===== config.mk =====
export PLATFORM = sky130hd
export DESIGN_NAME = alu_issue
export DESIGN_NICKNAME = d
export VERILOG_FILES = /design/src/rtl/alu_issue.sv
export SDC_FILE = /design/constraint.sdc
export NUM_CORES = 1
export LEC_CHECK = 0
export BUFFER_PORTS_ARGS = -buffer_cell sky130_fd_sc_hd__buf_2
export CAP_MARGIN = 30
export CORE_MARGIN = 1
export CORE_UTILIZATION = 40
export CTS_CLUSTER_DIAMETER = 80
export CTS_CLUSTER_SIZE = 10
export DETAILED_ROUTE_END_ITERATION = 10
export PLACE_DENSITY = 0.78
export SYNTH_ARGS = -nofsm -noshare
export SYNTH_HDL_FRONTEND = slang
export SYNTH_SLANG_ARGS = --single-unit

===== constraint.sdc =====
create_clock -name clk -period 3.73 [get_ports clk]
set_clock_uncertainty 0.05 [all_clocks]
set_input_delay 0.9325 -clock clk [delete_from_list [all_inputs] [get_ports clk]]
set_output_delay 0.9325 -clock clk [all_outputs]
set_load 0.005 [all_outputs]

===== src/rtl/alu_issue.sv =====
// ALU issue stage: registers the decoded instruction from ID, resolves operands
// and ALU opcode for EX, and stalls on load-use. Optional operand forwarding: ALU_ISSUE_FWD_EN.
module alu_issue (
  input  logic        clk,
  input  logic        rst_n,
  input  logic        in_valid,
  output logic        in_ready,
  input  logic [6:0]  opcode,
  input  logic [2:0]  funct3,
  input  logic        funct7b5,
  input  logic [4:0]  rs1_addr,
  input  logic [4:0]  rs2_addr,
  input  logic [4:0]  rd_addr,
  input  logic [31:0] rs1_data,
  input  logic [31:0] rs2_data,
  input  logic [31:0] imm,
  input  logic [31:0] pc,
  input  logic        ex_stall,
  input  logic        flush,
  input  logic        exmem_wen,
  input  logic [4:0]  exmem_rd,
  input  logic [31:0] exmem_result,
  input  logic        memwb_wen,
  input  logic [4:0]  memwb_rd,
  input  logic [31:0] memwb_result,
  output logic [31:0] alu_a,
  output logic [31:0] alu_b,
  output logic [3:0]  alu_op,
  output logic        out_valid,
  output logic [4:0]  out_rd,
  output logic        out_is_load,
  output logic        illegal
);
  localparam logic [6:0] OP_R   = 7'b0110011;
  localparam logic [6:0] OP_I   = 7'b0010011;
  localparam logic [6:0] OP_LD  = 7'b0000011;
  localparam logic [6:0] OP_ST  = 7'b0100011;
  localparam logic [6:0] OP_BR  = 7'b1100011;
  localparam logic [6:0] OP_JAL = 7'b1101111;
  localparam logic [6:0] OP_JLR = 7'b1100111;
  localparam logic [6:0] OP_LUI = 7'b0110111;
  localparam logic [6:0] OP_AUI = 7'b0010111;

  localparam logic [3:0] A_ADD = 4'd0, A_SUB = 4'd1, A_SLL = 4'd2, A_SLT = 4'd3,
                         A_SLTU = 4'd4, A_XOR = 4'd5, A_SRL = 4'd6, A_SRA = 4'd7,
                         A_OR = 4'd8, A_AND = 4'd9;

  typedef struct packed {
    logic [6:0]  opcode;
    logic [2:0]  funct3;
    logic        funct7b5;
    logic [4:0]  rs1_addr;
    logic [4:0]  rs2_addr;
    logic [4:0]  rd;
    logic [31:0] rs1_data;
    logic [31:0] rs2_data;
    logic [31:0] imm;
    logic [31:0] pc;
  } stage_t;

  stage_t stg;
  logic   vld;
  logic   hazard, xfer;
  logic   use1, use2;
  logic   hit_ex, hit_ex_mem, hit_ex_wb;

  function automatic logic src_hit(input logic en, input logic [4:0] rd,
                                   input logic u1, input logic [4:0] a1,
                                   input logic u2, input logic [4:0] a2);
    return en && (rd != 5'd0) && ((u1 && rd == a1) || (u2 && rd == a2));
  endfunction

  function automatic logic [3:0] f3_op(input logic [2:0] f3, input logic f7, input logic is_r);
    case (f3)
      3'b000:  return (is_r && f7) ? A_SUB : A_ADD;
      3'b001:  return A_SLL;
      3'b010:  return A_SLT;
      3'b011:  return A_SLTU;
      3'b100:  return A_XOR;
      3'b101:  return f7 ? A_SRA : A_SRL;
      3'b110:  return A_OR;
      default: return A_AND;
    endcase
  endfunction

  // Which sources the incoming instruction actually reads
  always_comb begin
    use1 = (opcode == OP_R) || (opcode == OP_I) || (opcode == OP_LD) ||
           (opcode == OP_ST) || (opcode == OP_BR) || (opcode == OP_JLR);
    use2 = (opcode == OP_R) || (opcode == OP_ST) || (opcode == OP_BR);
  end

  assign hit_ex     = src_hit(vld, stg.rd, use1, rs1_addr, use2, rs2_addr);
  assign hit_ex_mem = src_hit(exmem_wen, exmem_rd, use1, rs1_addr, use2, rs2_addr);
  assign hit_ex_wb  = src_hit(memwb_wen, memwb_rd, use1, rs1_addr, use2, rs2_addr);

`ifdef ALU_ISSUE_FWD_EN
  assign hazard = hit_ex && (stg.opcode == OP_LD);

  function automatic logic [31:0] src_val(input logic [4:0] a, input logic [31:0] d,
                                          input logic ew, input logic [4:0] er, input logic [31:0] ed,
                                          input logic mw, input logic [4:0] mr, input logic [31:0] md);
    if (a == 5'd0)          return 32'd0;
    else if (ew && er == a) return ed;
    else if (mw && mr == a) return md;
    else                    return d;
  endfunction

  logic [31:0] s1, s2;
  assign s1 = src_val(stg.rs1_addr, stg.rs1_data, exmem_wen, exmem_rd, exmem_result,
                      memwb_wen, memwb_rd, memwb_result);
  assign s2 = src_val(stg.rs2_addr, stg.rs2_data, exmem_wen, exmem_rd, exmem_result,
                      memwb_wen, memwb_rd, memwb_result);
`else
  // Without forwarding any in-flight producer of a source blocks issue
  assign hazard = hit_ex || hit_ex_mem || hit_ex_wb;

  logic [31:0] s1, s2;
  logic        unused_fwd;
  assign s1 = (stg.rs1_addr == 5'd0) ? 32'd0 : stg.rs1_data;
  assign s2 = (stg.rs2_addr == 5'd0) ? 32'd0 : stg.rs2_data;
  assign unused_fwd = ^{exmem_result, memwb_result};
`endif

  assign in_ready = !ex_stall && !hazard;
  assign xfer     = in_valid && in_ready;

  always_ff @(posedge clk) begin
    if (!rst_n) begin
      stg <= '0;
      vld <= 1'b0;
    end else if (flush) begin
      vld <= 1'b0;
    end else if (!ex_stall) begin
      vld <= xfer;
      if (xfer) stg <= '{opcode, funct3, funct7b5, rs1_addr, rs2_addr, rd_addr,
                         rs1_data, rs2_data, imm, pc};
    end
  end

  logic ill;
  always_comb begin
    alu_a  = 32'd0;
    alu_b  = 32'd0;
    alu_op = A_ADD;
    ill    = 1'b0;
    case (stg.opcode)
      OP_R:   begin alu_a = s1; alu_b = s2; alu_op = f3_op(stg.funct3, stg.funct7b5, 1'b1); end
      OP_I:   begin alu_a = s1; alu_b = stg.imm; alu_op = f3_op(stg.funct3, stg.funct7b5, 1'b0); end
      OP_LD,
      OP_ST:  begin alu_a = s1; alu_b = stg.imm; end
      OP_LUI: alu_b = stg.imm;
      OP_AUI: begin alu_a = stg.pc; alu_b = stg.imm; end
      OP_JAL,
      OP_JLR: begin alu_a = stg.pc; alu_b = 32'd4; end
      OP_BR: begin
        case (stg.funct3)
          3'b000, 3'b001: begin alu_a = s1; alu_b = s2; alu_op = A_SUB;  end
          3'b100, 3'b101: begin alu_a = s1; alu_b = s2; alu_op = A_SLT;  end
          3'b110, 3'b111: begin alu_a = s1; alu_b = s2; alu_op = A_SLTU; end
          default:        ill = 1'b1;
        endcase
      end
      default: ill = 1'b1;
    endcase
  end

  // Cleared stage decodes as opcode 0; only a live instruction may flag illegal
  assign illegal     = vld && ill;
  assign out_valid   = vld;
  assign out_rd      = stg.rd;
  assign out_is_load = (stg.opcode == OP_LD);
endmodule


==> results of run 1 <==
power breakdown:
part | total [W] | internal (W) | switching (W)
logic | 0.000371 | 0.000183 | 0.000189
clock network | 0.00175 | 0.00102 | 0.000735
registers | 0.00175 | 0.00171 | 0.0000361
cell usage in the layout, fill, tap and decap left out, types with 3 or more instances in the layout:
master / n
clkinvlp_4: 5
a21oi_1: 3
nor2_1: 8
mux2i_1: 154
buf_12: 9
nand2_1: 321
dfxtp_1: 155
xnor2_1: 30
o21ai_0: 6
inv_6: 5
clkbuf_16: 17
nor4_1: 7
buf_2: 246
a22o_1: 64
nand3_1: 7
nor3_1: 6
or4_1: 4
buf_4: 13
inv_1: 4
o21ai_1: 3
state kept, by name, indices dropped and copies added (netlist names):
name and count:
stg 149, out_rd 5, out_valid 1
area by class of cell:
class                      count  area, µm²  share of cell area
multi-input combinational    639       4030               0.422
sequential                   155       3100               0.325
timing repair buffer         269       1520               0.159
clock buffer                  18        439              0.0460
tap                          229        287              0.0300
clock inverter                14        159              0.0166
inverter                       4       15.0             0.00157
metrics by stage:
step	hold WS (ps)	power (W)
finish	405	0.00387
global route	426	0.00403
CTS	408	0.00392
detailed placement	397	0.00216
global placement	391	0.00215
floorplan	379	0.00200
cells by family after synthesis:
kind of cell | after synthesis | share of synthesized area
compound gates | 84 | 0.0911
mux | 155 | 0.207
flops | 155 | 0.414
buf+inv | 75 | 0.0521
simple gates | 369 | 0.200
xor+xnor | 31 | 0.0362
worst min path at each step:
stage                         from  cells after the start  endpoint
after floorplan           stg[136]                      2  stg[136]
final                      stg[74]                      2   stg[74]
after CTS                  stg[72]                      2   stg[72]
after global placement    stg[136]                      2  stg[136]
after global routing       stg[63]                      2   stg[63]
after detailed placement   stg[46]                      2   stg[46]
routing by layer:
metal,vias to the layer above,GRT usage,wire length (µm)
li1,3365,-,-
met1,3040,0.238,8440
met2,184,0.328,8950
met3,22,0.0546,1090
met4,0,0.0550,294
met5,-,0,0
critical path, cell delays in order:
cell and delay, ps:
buf_2 130, or4_1 510, o21ai_1 200, nor4_1 90, or4_4 550, nor2_1 100
buf_2 110
repair_timing:
item,in CTS,in global routing
hold buffers,0,0
endpoints found under the hold margin,0,0
gates resized for setup,0,1
endpoints found under the setup margin,0,1
==> flow_summary.ini, run 1 <==
[timing]
post-route-min-period_ps = 3600
worst_slew_pin_slew_ps = 583
relSlewSlack = 0.611
finalHoldViolCount = 0
max_freq_mhz = 278
setup_ws_ps = 131
fin_crit_sh = 0.965
finalSetupViolCount = 0
drv_slew = 0
rsz0062_at_grt = false
fin_tns_setup_ps = 0

[drt]
viasPerCell = 4.98
wl_per_cell_um = 14.1
dr.pass1.iters = 8
vias = 6611
ant_nets = 0
wl_um = 18800
drtIter0Drc = 335
drcViolationCount = 15

[cts]
clk_latency_ps = 410
cts_max_path_buffers = 2
clkTransAtPathRegs_ps = 60
cts_setup_buffers = 0
htree_levels = 4
clock_sinks = 155
cts_tree = built
clockRootBuffer = clkbuf_16
cts_inserted_buffers = 17

[placement]
port_buffers = 247
dp_cells = 1296
dp_hpwl_um = 13100
place_ws_ps = 77.8
gp_congestion = 0.869
post_dp_cell_area_mm2 = 0.00896

[logic_synthesis]
ys_ff_latch = 155
syn_area_per_cell_um2 = 8.63
post-synth-top-area-fraction = 0.414
yosysUniqueCellTypes = 35
synth.most_common_cell = nand2_1
synthFlopType = dfxtp_1
synthesis.area_mm2 = 0.00750
yosysTopAreaCell = dfxtp_1
ys_top_cells_by_area = dfxtp_1, mux2i_1, nand2_1
syn_nets = 1104
synthTopCellsByCount = nand2_1, dfxtp_1, mux2i_1
synthCells = 869
ys_async_sr_fraction = 0
synth_edf_count = 0
synth_seq_area_share = 0.414
ys.warnings.count = 0

[global_route]
antenna_found_initial = 0
grtUsageTotal = 0.193
grt_pass1_vias = 6236
grt_first_pass_wirelength_um = 30400
grt_max_degree = 100
grt_overflow = 0

[worst_setup_path]
reg2reg_setup_slack_ps = 910
cp.required_ps = 2750
critPathLaunchType = input pin
ff2ff_path_depth = 8
crit_path_end_kind = primary output
path_max_fanout = 3
critPathKind = input pin to primary output
r2r-end = stg[49]
crit_end = in_ready
critPathArrivalTime_ps = 2620
reg2reg_from = out_rd[0]
cp-startpoint = exmem_rd[1]

[floorplanning]
chipWidth_um = 139
die_y_um = 139
initial_utilization = 0.413
top_level_ports = 312
core_mm2 = 0.0181
row_count = 49
dieArea_mm2 = 0.0193

[final_layout]
fill_cells = 1698
fin_nets = 1321
drive_gt1_frac = 0.280
finalNonFillerCells = 1328
synthToLayoutAreaGrowth_pct = 27.4
final_util = 0.527
finish.instance_area_mm2 = 0.00956
antenna_cells = 0

[power]
p_leak_nw = 4.09
ir_drop_v = 0.000283
p_per_area_mw_per_mm2 = 405

[status]
outcome = finished with violations
violations = DRC

[worst_hold_path]
hold_class = flop to flop

[run]
maxCapViolations = 0
No activity file was read; power rests on OpenSTA's default activity.
==> run 2: changes to the inputs <==
CORE_UTILIZATION = 37   (was 40)
PLACE_DENSITY = 0.73   (was 0.78)
==> run 2 against run 1 <==
Effect of this change:
- global-route usage is 1.4 points lower
- sequential share of layout area increased by 0.19 points
- first-iteration DRC count down 2.4%
- non-clock buffer count fell by 3
- die area increased by 8.0%
- sequential power barely moved
- the flow now finishes without violations
- critical path depth is the same
- maximum frequency down 0.63%
- routed wire length up 2.3%
- register-to-register slack lost 90 ps
==> flow_summary.ini, run 2 (synthesis results as in run 1) <==
[cts]
cts_max_path_buffers = 2
cts_tree = built
ctsResizeCount = 0
cts_hold_buf = 0
cts_setup_buffers = 0
clk_latency_ps = 410
htree_levels = 4
clkTransAtPathRegs_ps = 60
clock_sinks = 155
cts_inserted_buffers = 17
clockRootBuffer = clkbuf_16

[placement]
dp_hpwl_um = 13300
port_buffers = 247
gp_congestion = 0.801
dp_cells = 1329
place_ws_ps = 90.3

[timing]
drv_slew = 0
finalSetupViolCount = 0
max_freq_mhz = 276
finalHoldViolCount = 0
relSlewSlack = 0.570
setup_ws_ps = 108
hold_ws_ps = 403
fin_crit_sh = 0.971
fin_tns_setup_ps = 0
worst_slew_pin_slew_ps = 644
rsz0062_at_grt = false
post-route-min-period_ps = 3620

[drt]
drtIter0Drc = 327
wl_um = 19200
wl_per_cell_um = 14.1
ant_nets = 0
vias = 6594
drcViolationCount = 0
dr.pass1.iters = 4
viasPerCell = 4.85

[power]
seqPwrFrac = 0.469
clkPwrFrac = 0.433
p_per_area_mw_per_mm2 = 393
p_switching_w = 0.000912
p_int_w = 0.00282
p_leak_nw = 4.06
combPwrFrac = 0.098
ir_drop_v = 0.000276
swShare = 0.244

[final_layout]
fin_nets = 1318
largest_register_ffs = 149
fill_cells = 1950
final_common_cell = nand2_1
finalNonFillerCells = 1360
synthToLayoutAreaGrowth_pct = 26.7
final_util = 0.483
drive_gt1_frac = 0.276
layout_common_cells = nand2_1, buf_2, dfxtp_1
multi_input_area_mm2 = 0.00403
top_register = stg
seqCellArea_mm2 = 0.00310

[worst_setup_path]
slowest_delay_ps = 530
cp_common_cell = buf_2
path_max_fanout = 3
crit_buf_inv = 2
crit_chain = buf_2, or4_1, o21ai_0, nor4_1, or4_4, nor2_1, buf_2
crit_path_end_kind = primary output
critPathLaunchType = input pin
critPathKind = input pin to primary output
critPathArrivalTime_ps = 2640
cp.required_ps = 2750
critical-path-top-delay-family = simple AND/OR/NAND/NOR gates
cp_slowest_cell = or4_4

[floorplanning]
core_mm2 = 0.0197
chipWidth_um = 144
top_level_ports = 312
row_count = 51
initial_utilization = 0.382
die_y_um = 144
dieArea_mm2 = 0.0208

[global_route]
grt_max_degree = 107
grt_first_pass_wirelength_um = 29200
grtUsageTotal = 0.179
antenna_found_initial = 1
grt_overflow = 0
grt_pass1_vias = 5978

[run]
maxCapViolations = 0

[status]
outcome = finished clean

[worst_hold_path]
hold_class = flop to flop
==> run 2: routing by layer <==
metal  global-route usage  vias up  part of all wire
met5                    0        -           0.00052
met4               0.0765        2             0.023
met3               0.0483       30             0.054
met2                0.293      176              0.48
met1                0.220     3014              0.45
li1                     -     3372                 -
==> run 2: final timing paths <==
check	start	end	slack (ps)	cells past startpoint
setup reg to reg	out_rd[4]	stg[113]	820	8
setup / recovery	memwb_rd[1]	in_ready	110	7
hold reg to reg	stg[95]	stg[95]	400	2
hold / removal	stg[95]	stg[95]	400	2
==> run 2: cell type report <==
cell class,count,share of cell area
flip-flops and latches,155,0.327
inverters,4,0.00158
diodes,1,0.000263
multi-input cells,639,0.424
clock inverters,11,0.0104
clock buffers,19,0.0466
repair buffers,266,0.155
well taps,265,0.0349
==> run 2: tightest hold or removal path: stages (launching register included) <==
cell and delay (ps):
dfxtp_1 300, nand2_1 50, mux2i_1 50
==> run 2: stage by stage <==
| stage | cell area, µm² | power, W |
|---|---|---|
| 2_1_floorplan | 7500 | 0.00200 |
| 4_1_cts | 9500 | 0.00379 |
| 3_5_place_dp | 8950 | 0.00215 |
| 6_report | 9500 | 0.00373 |
| 3_3_place_gp | 8950 | 0.00215 |
| 5_1_grt | 9500 | 0.00390 |
==> run 2: power groups by stage <==
stage | sequential (W) | clock, W | combinational, W
finish | 0.00175 | 0.00162 | 0.000367
global route | 0.00176 | 0.00174 | 0.000407
CTS | 0.00175 | 0.00167 | 0.000369
detailed placement | 0.00179 | 0 | 0.000368
global placement | 0.00178 | 0 | 0.000362
floorplan | 0.00178 | 0 | 0.000229
==> run 3: changes to the inputs <==
BUFFER_PORTS_ARGS = default   (was -buffer_cell sky130_fd_sc_hd__buf_2)
DONT_BUFFER_PORTS = 1   (was default)
MAX_ROUTING_LAYER = met4   (was default)
PLACE_DENSITY = 0.6   (was 0.73)
SLEW_MARGIN = 20   (was default)
==> run 3 against run 2 <==
Effect of this change:
- count of clock-buffer cells in the layout rose by 2
- final cell count shrank 19%
- clock power up 21%
- routed wire length fell by 5.0%
- critical path depth is 1 lower
- die area did not move
- sequential cell count stayed put
==> flow_summary.ini, run 3 (synthesis results as in run 1) <==
[power]
p_leak_nw = 2.97
ir_drop_v = 0.000290
p_per_area_mw_per_mm2 = 471

[drt]
wl_um = 18200
drtIter0Drc = 293
drcViolationCount = 0
vias = 5671
dr.pass1.iters = 5
viasPerCell = 5.13
wl_per_cell_um = 16.5
ant_nets = 0

[timing]
max_freq_mhz = 286
finalSetupViolCount = 0
drv_slew = 0
fin_crit_sh = 0.937
worst_slew_pin_slew_ps = 505
fin_tns_setup_ps = 0
finalHoldViolCount = 0
post-route-min-period_ps = 3490
relSlewSlack = 0.663
rsz0062_at_grt = false

[placement]
port_buffers = 0
dp_hpwl_um = 12100
gp_congestion = 0.816

[final_layout]
fill_cells = 1993
largest_register_ffs = 149
seqCellArea_mm2 = 0.00310
synthToLayoutAreaGrowth_pct = 10.9
antenna_cells = 0
final_common_cell = nand2_1
top_register = stg
fin_nets = 1063
multi_input_area_mm2 = 0.00403
final_util = 0.423
drive_gt1_frac = 0.0548
layout_common_cells = nand2_1, dfxtp_1, mux2i_1

[worst_setup_path]
crit_path_end_kind = primary output
critPathKind = flop to primary output
cp.required_ps = 2750
critPathArrivalTime_ps = 2510
path_max_fanout = 32
critPathLaunchType = flop

[cts]
clkTransAtPathRegs_ps = 60
clk_latency_ps = 410
clock_sinks = 155
clockRootBuffer = clkbuf_16
htree_levels = 4
cts_max_path_buffers = 2
cts_setup_buffers = 0
ctsResizeCount = 0
cts_hold_buf = 0
cts_tree = built
cts_inserted_buffers = 17

[floorplanning]
row_count = 51
core_mm2 = 0.0197
dieArea_mm2 = 0.0208
die_y_um = 144
initial_utilization = 0.382
chipWidth_um = 144
top_level_ports = 312

[status]
outcome = finished clean

[global_route]
grt_pass1_vias = 5227
grt_overflow = 0
grtUsageTotal = 0.172
antenna_found_initial = 0
grt_first_pass_wirelength_um = 27000
grt_max_degree = 310

[worst_hold_path]
hold_class = flop to flop

[run]
maxCapViolations = 0
run 3: report_power, final:
part / total (W) / switching (W) / internal [W]
Sequential: 0.00175 / 0.0000362 / 0.00171
Combinational: 0.000208 / 0.0000962 / 0.000112
Clock: 0.00196 / 0.000683 / 0.00128
run 3: area by class of cell:
class / count / area share
clock buffer: 21 / 0.0542
multi-input combinational: 639 / 0.485
timing repair buffer: 11 / 0.0205
tap: 265 / 0.0399
sequential: 155 / 0.373
inverter: 4 / 0.00181
clock inverter: 10 / 0.0257
run 3: routing by layer:
| metal | routed length, µm | vias up | track usage |
|---|---|---|---|
| met4 | 180 | 0 | 0.0565 |
| li1 | - | 2847 | - |
| met1 | 8120 | 2622 | 0.212 |
| met2 | 8560 | 190 | 0.267 |
| met3 | 1390 | 12 | 0.0530 |
| met5 | 0 | - | - |
run 3: stage by stage:
stage	hold WS [ps]	setup slack, ps	cells	instance area (µm²)	total power, W
floorplan	379	429	869	7500	0.00200
detailed placement	397	280	1074	7650	0.00200
global route	418	11.5	1105	8310	0.00407
finish	404	235	1105	8310	0.00392
CTS	407	190	1105	8310	0.00397
global placement	392	300	1074	7650	0.00199
run 3: final timing paths:
| kind | from | to | slack (ps) | cells after the start |
|---|---|---|---|---|
| setup / recovery | stg[149] | alu_a[30] | 240 | 6 |
| hold / removal | stg[65] | stg[65] | 400 | 2 |
| setup reg to reg | out_rd[4] | stg[101] | 820 | 8 |
| hold reg to reg | stg[65] | stg[65] | 400 | 2 |
run 3: critical path, stage by stage, from the launching register on:
cell and delay, ps:
dfxtp_1 350, nand4bb_1 380, nor3_1 420, a21oi_1 140, a21oi_2 120, buf_4 400
a22o_1 280
